$ cat src/rtl/l1_ahb_mtx_pkg.sv
// Shared definitions for the L1 AHB bus matrix: HTRANS/HBURST codes, the
// input-stage FSM encoding and the address-phase control bundle that the
// input stage holds while a transfer waits for its output-stage arbiter.
package l1_ahb_mtx_pkg;

  localparam logic [1:0] HTRANS_IDLE   = 2'b00;
  localparam logic [1:0] HTRANS_BUSY   = 2'b01;
  localparam logic [1:0] HTRANS_NONSEQ = 2'b10;
  localparam logic [1:0] HTRANS_SEQ    = 2'b11;

  localparam logic [2:0] HBURST_INCR   = 3'b001;

  typedef enum logic [1:0] {
    S_IDLE = 2'b00,
    S_PEND = 2'b01,
    S_DATA = 2'b10
  } in_state_t;

  // Address-phase controls; the address is kept separate so its width can
  // follow ADDR_W.
  typedef struct packed {
    logic [1:0] trans;
    logic       write;
    logic [2:0] size;
    logic [2:0] burst;
    logic [3:0] prot;
    logic       lock;
  } ahb_ctrl_t;

endpackage

$ cat src/rtl/l1_ahb_mtx_hold_reg.sv
// Holding register for one master address phase.
//  clk, rst      : clock, asynchronous active-high reset
//  capture       : load cap_addr/cap_ctrl and set pend_q (ignored while pending)
//  accept        : output stage took the held phase; clears pend_q and contents
//  pend_q        : a held address phase is waiting
//  addr_q/ctrl_q : held address phase
module l1_ahb_mtx_hold_reg
  import l1_ahb_mtx_pkg::*;
#(
  parameter int ADDR_W = 32
) (
  input  logic              clk,
  input  logic              rst,
  input  logic              capture,
  input  logic              accept,
  input  logic [ADDR_W-1:0] cap_addr,
  input  ahb_ctrl_t         cap_ctrl,
  output logic              pend_q,
  output logic [ADDR_W-1:0] addr_q,
  output ahb_ctrl_t         ctrl_q
);

  logic              pend_d;
  logic [ADDR_W-1:0] addr_d;
  ahb_ctrl_t         ctrl_d;

  // Contents are frozen while pending so the replayed phase is exactly what
  // the master issued.
  always_comb begin
    pend_d = pend_q;
    addr_d = addr_q;
    ctrl_d = ctrl_q;
    if (!pend_q && capture) begin
      pend_d = 1'b1;
      addr_d = cap_addr;
      ctrl_d = cap_ctrl;
    end else if (pend_q && accept) begin
      pend_d = 1'b0;
      addr_d = '0;
      ctrl_d = '0;
    end
  end

  always_ff @(posedge clk or posedge rst) begin
    if (rst) begin
      pend_q <= 1'b0;
      addr_q <= '0;
      ctrl_q <= '0;
    end else begin
      pend_q <= pend_d;
      addr_q <= addr_d;
      ctrl_q <= ctrl_d;
    end
  end

endmodule

$ cat src/rtl/l1_ahb_mtx_in_stage.sv
// Master-side input stage of the L1 AHB bus matrix (one per master port).
// Presents the live address phase to the output stages, or a held copy when
// the arbiter could not take it at once, and stalls the master until the
// granted data phase completes.
//  HCLK/HRESET          : clock, asynchronous active-high reset
//  HSELS..HREADYS       : master address phase and bus HREADY
//  HREADYOUTS/HRESPS    : ready/response returned to the master
//  sel_out..lock_out    : address phase presented to output stages
//  req_out              : request to output-stage arbiter
//  addr_accept          : output stage takes the presented phase this cycle
//  readyout_m/resp_m    : data-phase response from the granted output stage
module l1_ahb_mtx_in_stage
  import l1_ahb_mtx_pkg::*;
#(
  parameter int ADDR_W      = 32,
  parameter int BURST_REMAP = 1
) (
  input  logic              HCLK,
  input  logic              HRESET,
  input  logic              HSELS,
  input  logic [ADDR_W-1:0] HADDRS,
  input  logic [1:0]        HTRANSS,
  input  logic              HWRITES,
  input  logic [2:0]        HSIZES,
  input  logic [2:0]        HBURSTS,
  input  logic [3:0]        HPROTS,
  input  logic              HMASTLOCKS,
  input  logic              HREADYS,
  output logic              HREADYOUTS,
  output logic              HRESPS,
  output logic              sel_out,
  output logic [ADDR_W-1:0] addr_out,
  output logic [1:0]        trans_out,
  output logic              write_out,
  output logic [2:0]        size_out,
  output logic [2:0]        burst_out,
  output logic [3:0]        prot_out,
  output logic              lock_out,
  output logic              req_out,
  input  logic              addr_accept,
  input  logic              readyout_m,
  input  logic              resp_m
);

  in_state_t         state_q, state_d;
  logic              live_valid, boundary, capture, pend_q;
  logic [ADDR_W-1:0] hold_addr;
  ahb_ctrl_t         hold_ctrl, live_ctrl, pres_ctrl;

  assign live_ctrl  = '{trans: HTRANSS, write: HWRITES, size: HSIZES,
                        burst: HBURSTS, prot: HPROTS, lock: HMASTLOCKS};
  assign live_valid = HSELS & HREADYS & HTRANSS[1];
  // A new address phase can only be registered when no data phase is stalling.
  assign boundary   = (state_q == S_IDLE) | ((state_q == S_DATA) & readyout_m);
  assign capture    = boundary & live_valid & ~addr_accept;
  assign req_out    = pend_q | live_valid;

  l1_ahb_mtx_hold_reg #(.ADDR_W(ADDR_W)) u_hold (
    .clk      (HCLK),
    .rst      (HRESET),
    .capture  (capture),
    .accept   (addr_accept),
    .cap_addr (HADDRS),
    .cap_ctrl (live_ctrl),
    .pend_q   (pend_q),
    .addr_q   (hold_addr),
    .ctrl_q   (hold_ctrl)
  );

  always_ff @(posedge HCLK or posedge HRESET) begin
    if (HRESET) state_q <= S_IDLE;
    else        state_q <= state_d;
  end

  always_comb begin
    state_d    = state_q;
    HREADYOUTS = 1'b1;
    HRESPS     = 1'b0;
    case (state_q)
      S_IDLE: begin
        if (live_valid) state_d = addr_accept ? S_DATA : S_PEND;
      end
      S_PEND: begin
        HREADYOUTS = 1'b0;
        if (addr_accept) state_d = S_DATA;
      end
      S_DATA: begin
        HREADYOUTS = readyout_m;
        HRESPS     = resp_m;
        if (readyout_m) begin
          if (live_valid) state_d = addr_accept ? S_DATA : S_PEND;
          else            state_d = S_IDLE;
        end
      end
      default: state_d = S_IDLE;
    endcase
  end

  // Held SEQ beats are replayed as NONSEQ/INCR: another master may have owned
  // the slave in between, so the burst cannot be assumed to continue.
  always_comb begin
    pres_ctrl = live_ctrl;
    sel_out   = HSELS & HREADYS;
    addr_out  = HADDRS;
    if (pend_q) begin
      pres_ctrl = hold_ctrl;
      sel_out   = 1'b1;
      addr_out  = hold_addr;
      if ((BURST_REMAP != 0) && (hold_ctrl.trans == HTRANS_SEQ)) begin
        pres_ctrl.trans = HTRANS_NONSEQ;
        pres_ctrl.burst = HBURST_INCR;
      end
    end
  end

  assign trans_out = pres_ctrl.trans;
  assign write_out = pres_ctrl.write;
  assign size_out  = pres_ctrl.size;
  assign burst_out = pres_ctrl.burst;
  assign prot_out  = pres_ctrl.prot;
  assign lock_out  = pres_ctrl.lock;

endmodule

$ cat config.mk
export PLATFORM = sky130hd
export DESIGN_NAME = l1_ahb_mtx_in_stage
export DESIGN_NICKNAME = d
export VERILOG_FILES = /design/src/rtl/l1_ahb_mtx_pkg.sv /design/src/rtl/l1_ahb_mtx_hold_reg.sv /design/src/rtl/l1_ahb_mtx_in_stage.sv
export SDC_FILE = /design/constraint.sdc
export NUM_CORES = 1
export LEC_CHECK = 0
export CAP_MARGIN = 15
export CORE_ASPECT_RATIO = 0.6
export CORE_MARGIN = 3
export CORE_UTILIZATION = 33
export DETAILED_ROUTE_END_ITERATION = 12
export PLACE_DENSITY_LB_ADDON = 0.15
export SETUP_SLACK_MARGIN = 0.1
export SYNTH_ARGS = -nofsm -noshare
export SYNTH_HDL_FRONTEND = slang
export SYNTH_SLANG_ARGS = --single-unit
$ cat constraint.sdc
create_clock -name HCLK -period 1.8 [get_ports HCLK]
set_input_delay 0.27 -clock HCLK [delete_from_list [all_inputs] [get_ports HCLK]]
set_output_delay 0.27 -clock HCLK [all_outputs]
set_load 0.05 [all_outputs]
**After elaboration in Yosys (flattened, before gate mapping)**

Index checks and enable logic that the tools add are counted.

- Add/sub/neg operators: 0
- $mul: 0
- Divide/modulo/power cells: 0
- $lt $le $gt $ge: 0
- Eq/ne operators: 6
- Shift operators: 0
- Multiplexer cells: 19
- Bitwise logic cells: 8
- Reductions and logical operators: 6

Operator list:

| operator | count |
|---|---|
| 32-bit two-way mux | 3 |
| 14-bit two-way mux | 3 |
| 2-bit two-way mux | 6 |
| 2-bit inequality test (second input constant) | 3 |
| 2-bit one-hot mux with 3 select lines | 1 |
| 1-bit bitwise AND | 5 |
| 2-bit equality test (second input constant) | 2 |
| 1-bit two-way mux | 4 |
| 3-bit two-way mux | 1 |
| 3-bit AND reduction | 1 |
| 2-bit by 1-bit equality test with 1-bit output (second input constant) | 1 |
| 1-bit logical AND | 2 |
| 2-bit zero test | 1 |
| 1-bit OR | 2 |
| 1-bit one-hot mux with 2 select lines | 1 |
| 2-bit nonzero test | 1 |
| 1-bit zero test | 1 |
| 1-bit inverter | 1 |

- Register bits after elaboration: 49
- Bits in latches: 0
- Memory bits (writable): 0
- Bits in read-only memories: 0
- Input bits: 53
- Output and inout port bits: 50
- Word-level logic and storage cells: 48
- Memories: 0

**Depth between registers and ports, before layout**

- Word-level depth: 7
- Mapped depth: 5
- Mapped depth without buffers: 3

**Modules after synthesis**

A second synthesis with hierarchy kept.

- Cells, all modules: 212
- Area total of the unflattened synthesis: 2,860.2 um^2

Modules (own cells, without submodules):

| module | instances | cells each | area each (um^2) | seq. area each (um^2) |
|---|---|---|---|---|
| l1_ahb_mtx_hold_reg | 1 | 134 | 1,966.9 | 1,176.1 |
| l1_ahb_mtx_in_stage | 1 | 78 | 893.4 | 50.0 |

**Least setup slack after synthesis**

Ideal clock, no wire load.

- Kind: flip-flop to output port
- Start: register u_hold.pend_q
- End: output burst_out[1]
- Arrival time: 1,847 ps
- Required time: 1,530 ps
- Slack: -317 ps
- Cell stages (with the launch flop): 4
- Buffers on the path: 2
- Cells stage by stage: dfrtp_1 clkbuf_1 buf_2 o21ai_0

- Cells in the longest elaborated chain, start to end: 1

RTL lines:

| item | RTL line | RTL |
|---|---|---|
| start: declaration | l1_ahb_mtx_hold_reg.sv:18 | `output logic pend_q,` |
| start signal: assignment | l1_ahb_mtx_hold_reg.sv:50 | `pend_q <= pend_d;` |
| 14-bit two-way mux | l1_ahb_mtx_in_stage.sv:105 | `if (pend_q) begin` |
| end: declaration | l1_ahb_mtx_in_stage.sv:36 | `output logic [2:0] burst_out,` |

Every way passes these cells.

**Worst setup path after layout**

- Start: register u_hold.pend_q
- End: output prot_out[0]

- Cells in the longest elaborated chain, start to end: 1

RTL lines:

| item | RTL line | RTL |
|---|---|---|
| 14-bit two-way mux | l1_ahb_mtx_in_stage.sv:105 |  |
| end: declaration | l1_ahb_mtx_in_stage.sv:37 | `output logic [3:0] prot_out,` |

Every way passes these cells.

==> metrics.yaml <==
setup_path:
  path_max_fanout: 21
  critPathKind: "flop to output pin"
  crit_required_ns: 1.53
  cp-startpoint: "u_hold.pend_q"
  endpoint_kind: "output pin"
  worstSetupStartpointType: "flop"
  worst_r2r_startpoint: "u_hold.pend_q"
  cp_data_arrival_time_ns: 1.51
detailed_routing:
  detail_route.wl_per_cell_um: 16.99
  first_pass_iters: 4
  detailedRoute.firstIterationViolations: 355
  detailroute.via_count: 3041
  drtAntennaViolNets: 0
  post_drt_via_cell_ratio: 5.392
  postRouteWirelength_um: 9582
  drc_errors: 0
yosys:
  syn-num-nets: 393
  postSynth.topFlopCell: "sky130_fd_sc_hd__dfrtp_1"
  ffs_latches_synth: 49
  async_set_or_reset_flop_fraction_in_the_synthesized_netlist: 1.000
  synth_mux_area_frac: 0.01380
  synth_simple_gate_area_share: 0.1173
  post_synth_fa_ha_maj_area_fraction: 0
  synth_top_cell_by_area: "sky130_fd_sc_hd__dfrtp_1"
  number_of_synthesized_flops_with_an_enable_pin: 0
  synth-compound-area-share: 0.3673
  synth_seq_area_share: 0.3758
  synth.lib_cells_used.distinct: 32
  synth_xor_xnor_area_share: 0
  synth_cells: 340
  post-synth-top-area-fraction: 0.3758
  synthesis.yosys.warnings: 0
  mean_instance_size_in_the_synthesized_netlist_um2: 9.597
  netlist_area_um2: 3263
  yosys-top-cells-area: "sky130_fd_sc_hd__dfrtp_1, sky130_fd_sc_hd__a221o_1, sky130_fd_sc_hd__a311oi_1"
  synth_top_family_by_area: "compound AO/OA/AOI/OAI gates"
cells_and_area:
  insertedDiodeCount: 0
  final.fill_count: 813
  register_area_um2: 1230
  area_growth_syn_to_layout_pct: 63.00
  nNetsFinal: 486
  final_design_area_no_fill_um2: 5319
  finalCoreUtilization: 0.5663
  combined_area_of_the_multi_input_logic_cells_um2: 1838
  layout.cells.most_common: "sky130_fd_sc_hd__clkdlybuf4s50_1"
  layout_common_cells: "sky130_fd_sc_hd__clkdlybuf4s50_1, sky130_fd_sc_hd__inv_1, sky130_fd_sc_hd__dfrtp_1"
  layout-drive-gt1-share: 0.3134
worst_hold_path:
  min_path_type: "input pin to async pin"
floorplan:
  floorplan.die_area_um2: 11160
  floorplan.die.width_um: 134.4
  floorplan.initialDensity: 0.3475
  y_dimension_of_the_die_um: 83.03
  core.rowCount: 27
  core_um2: 9392
  pin_count: 103
sta:
  finClkSkew_ns: 0.003260
  tns_ns: 0
  min_period_over_period: 0.9893
  timing.fmax_mhz: 561.5
  slew_violations: 0
  report.final.hold_viol_count: 0
  layout_min_cycle_time_ns: 1.781
  finalWorstSetupSlack_ns: 0.01918
  rsz_0062_raised_after_global_routing: "true"
  timing.slew.headroom: 0.7095
  setup_viol_count_final: 0
  worst_slew_pin_slew_ns: 0.4326
placed_design:
  detailed_place_hpwl_um: 6492
  io_buffer_count: 102
  gp_congestion: 0.7653
  detailedPlace.worstSlack_ns: -0.04772
  dpl_cell_area_um2: 4835
run:
  drv.max_cap_violation_count: 0
power_and_ir_drop:
  power.density_nw_per_um2: 923.9
  max-vdd-ir-drop_v: 0.0003535
  p_leak_nw: 2.438
  finalPower_w: 0.004914
global_route:
  wire_length_of_the_first_global_routing_pass_um: 15900
  grt_util_all_layers: 0.1716
  number_of_global_route_vias_before_repair: 3089
  globalRoute.totalOverflow: 0
  grt_max_degree: 50
  grt_antenna_before_repair: 0
cts:
  tritoncts: "built"
  cts.sink_count: 49
  clock_latency_ns: 0.29
  cts_buffer_depth: 2
  root_cell_of_the_clock_tree: "sky130_fd_sc_hd__clkbuf_16"
  ctsHtreeMaxLevel: 2
  cts-hold-fix-buffers: 0
  cts.reportedPaths.clkPinSlew_ns: 0.07
  tritoncts.num_buffers: 5
status:
  status: "finished clean"
==> worst max-delay path, stage by stage (launching register included) <==
cell	delay, ns
sky130_fd_sc_hd__dfrtp_4	0.54
sky130_fd_sc_hd__buf_4	0.18
sky130_fd_sc_hd__buf_16	0.16
sky130_fd_sc_hd__a21o_1	0.16
sky130_fd_sc_hd__buf_4	0.18
==> metal layers <==
metal  wire length (um)  vias up  GRT usage
met5                  0        -          0
met4                 63        0    0.02680
met3                662        8    0.04540
met2               4107      102     0.2438
met1               4748     1469     0.2636
li1                   -     1462          -
==> timing repair <==
item | 4_1_cts | 5_1_grt
hold endpoints to repair | 0 | 0
buffers inserted | 1 | 0
cloned | 1 | 0
setup endpoints to repair | 43 | 46
pin swaps | 0 | 0
resized for setup | 47 | 30
==> power by group <==
part / leakage [nW] / internal (W) / switching (W)
clock: 0.0938 / 0.000794 / 0.000413
combinational: 1.71 / 0.00103 / 0.00101
sequential: 0.631 / 0.00141 / 0.000262
==> stage by stage <==
stage	instances	hold slack (ns)
3_5_place_dp	554	0.5274
5_1_grt	564	0.3781
4_1_cts	564	0.3610
3_3_place_gp	554	0.4991
6_report	564	0.3393
2_1_floorplan	340	0.3773
==> state kept, by name, summed over array words and instances, names as in the netlist <==
signal,cells
u_hold.ctrl_q,14
u_hold.addr_q,32
u_hold.pend_q,1
state_q,2
==> Yosys cell counts (2+ instances only) <==
cell                       instances
sky130_fd_sc_hd__inv_1            50
sky130_fd_sc_hd__dfrtp_1          49
sky130_fd_sc_hd__a21oi_1           2
sky130_fd_sc_hd__nand3_1           3
sky130_fd_sc_hd__buf_6             5
sky130_fd_sc_hd__a21o_1           39
sky130_fd_sc_hd__mux2_1            2
sky130_fd_sc_hd__mux2_2            2
sky130_fd_sc_hd__nor2_1            2
sky130_fd_sc_hd__clkbuf_1         10
sky130_fd_sc_hd__a31oi_1           2
sky130_fd_sc_hd__a311oi_1         45
sky130_fd_sc_hd__nand2b_1          3
sky130_fd_sc_hd__nor2b_1          40
sky130_fd_sc_hd__o21ai_0           2
sky130_fd_sc_hd__buf_4             4
sky130_fd_sc_hd__a221o_1          44
sky130_fd_sc_hd__o22ai_1           2
sky130_fd_sc_hd__buf_2            19
sky130_fd_sc_hd__nand2_1           3
==> kinds of logic after synthesis <==
family          Yosys count
flops                    49
compound gates          139
simple gates             59
buf+inv                  89
mux                       4
==> final timing paths <==
kind                                          end  cells after the start  slack, ns
max in group asynchronous           u_hold.pend_q                      3       1.19
worst max-delay path                  prot_out[0]                      4       0.02
worst min-delay path             u_hold.ctrl_q[0]                      3       0.34
worst max register to register  u_hold.addr_q[28]                      4       0.27
min in group HCLK               u_hold.addr_q[15]                      1       0.54
worst min register to register  u_hold.addr_q[15]                      1       0.54
==> area by class of cell <==
cell class | instances | share of cell area
Inverter | 50 | 0.03529
Multi-Input combinational cell | 202 | 0.3456
Sequential cell | 49 | 0.2312
Tap cell | 130 | 0.03058
Timing Repair Buffer | 125 | 0.3216
Clock inverter | 3 | 0.01223
Clock buffer | 5 | 0.02352
No activity file was read; power rests on OpenSTA's default activity.
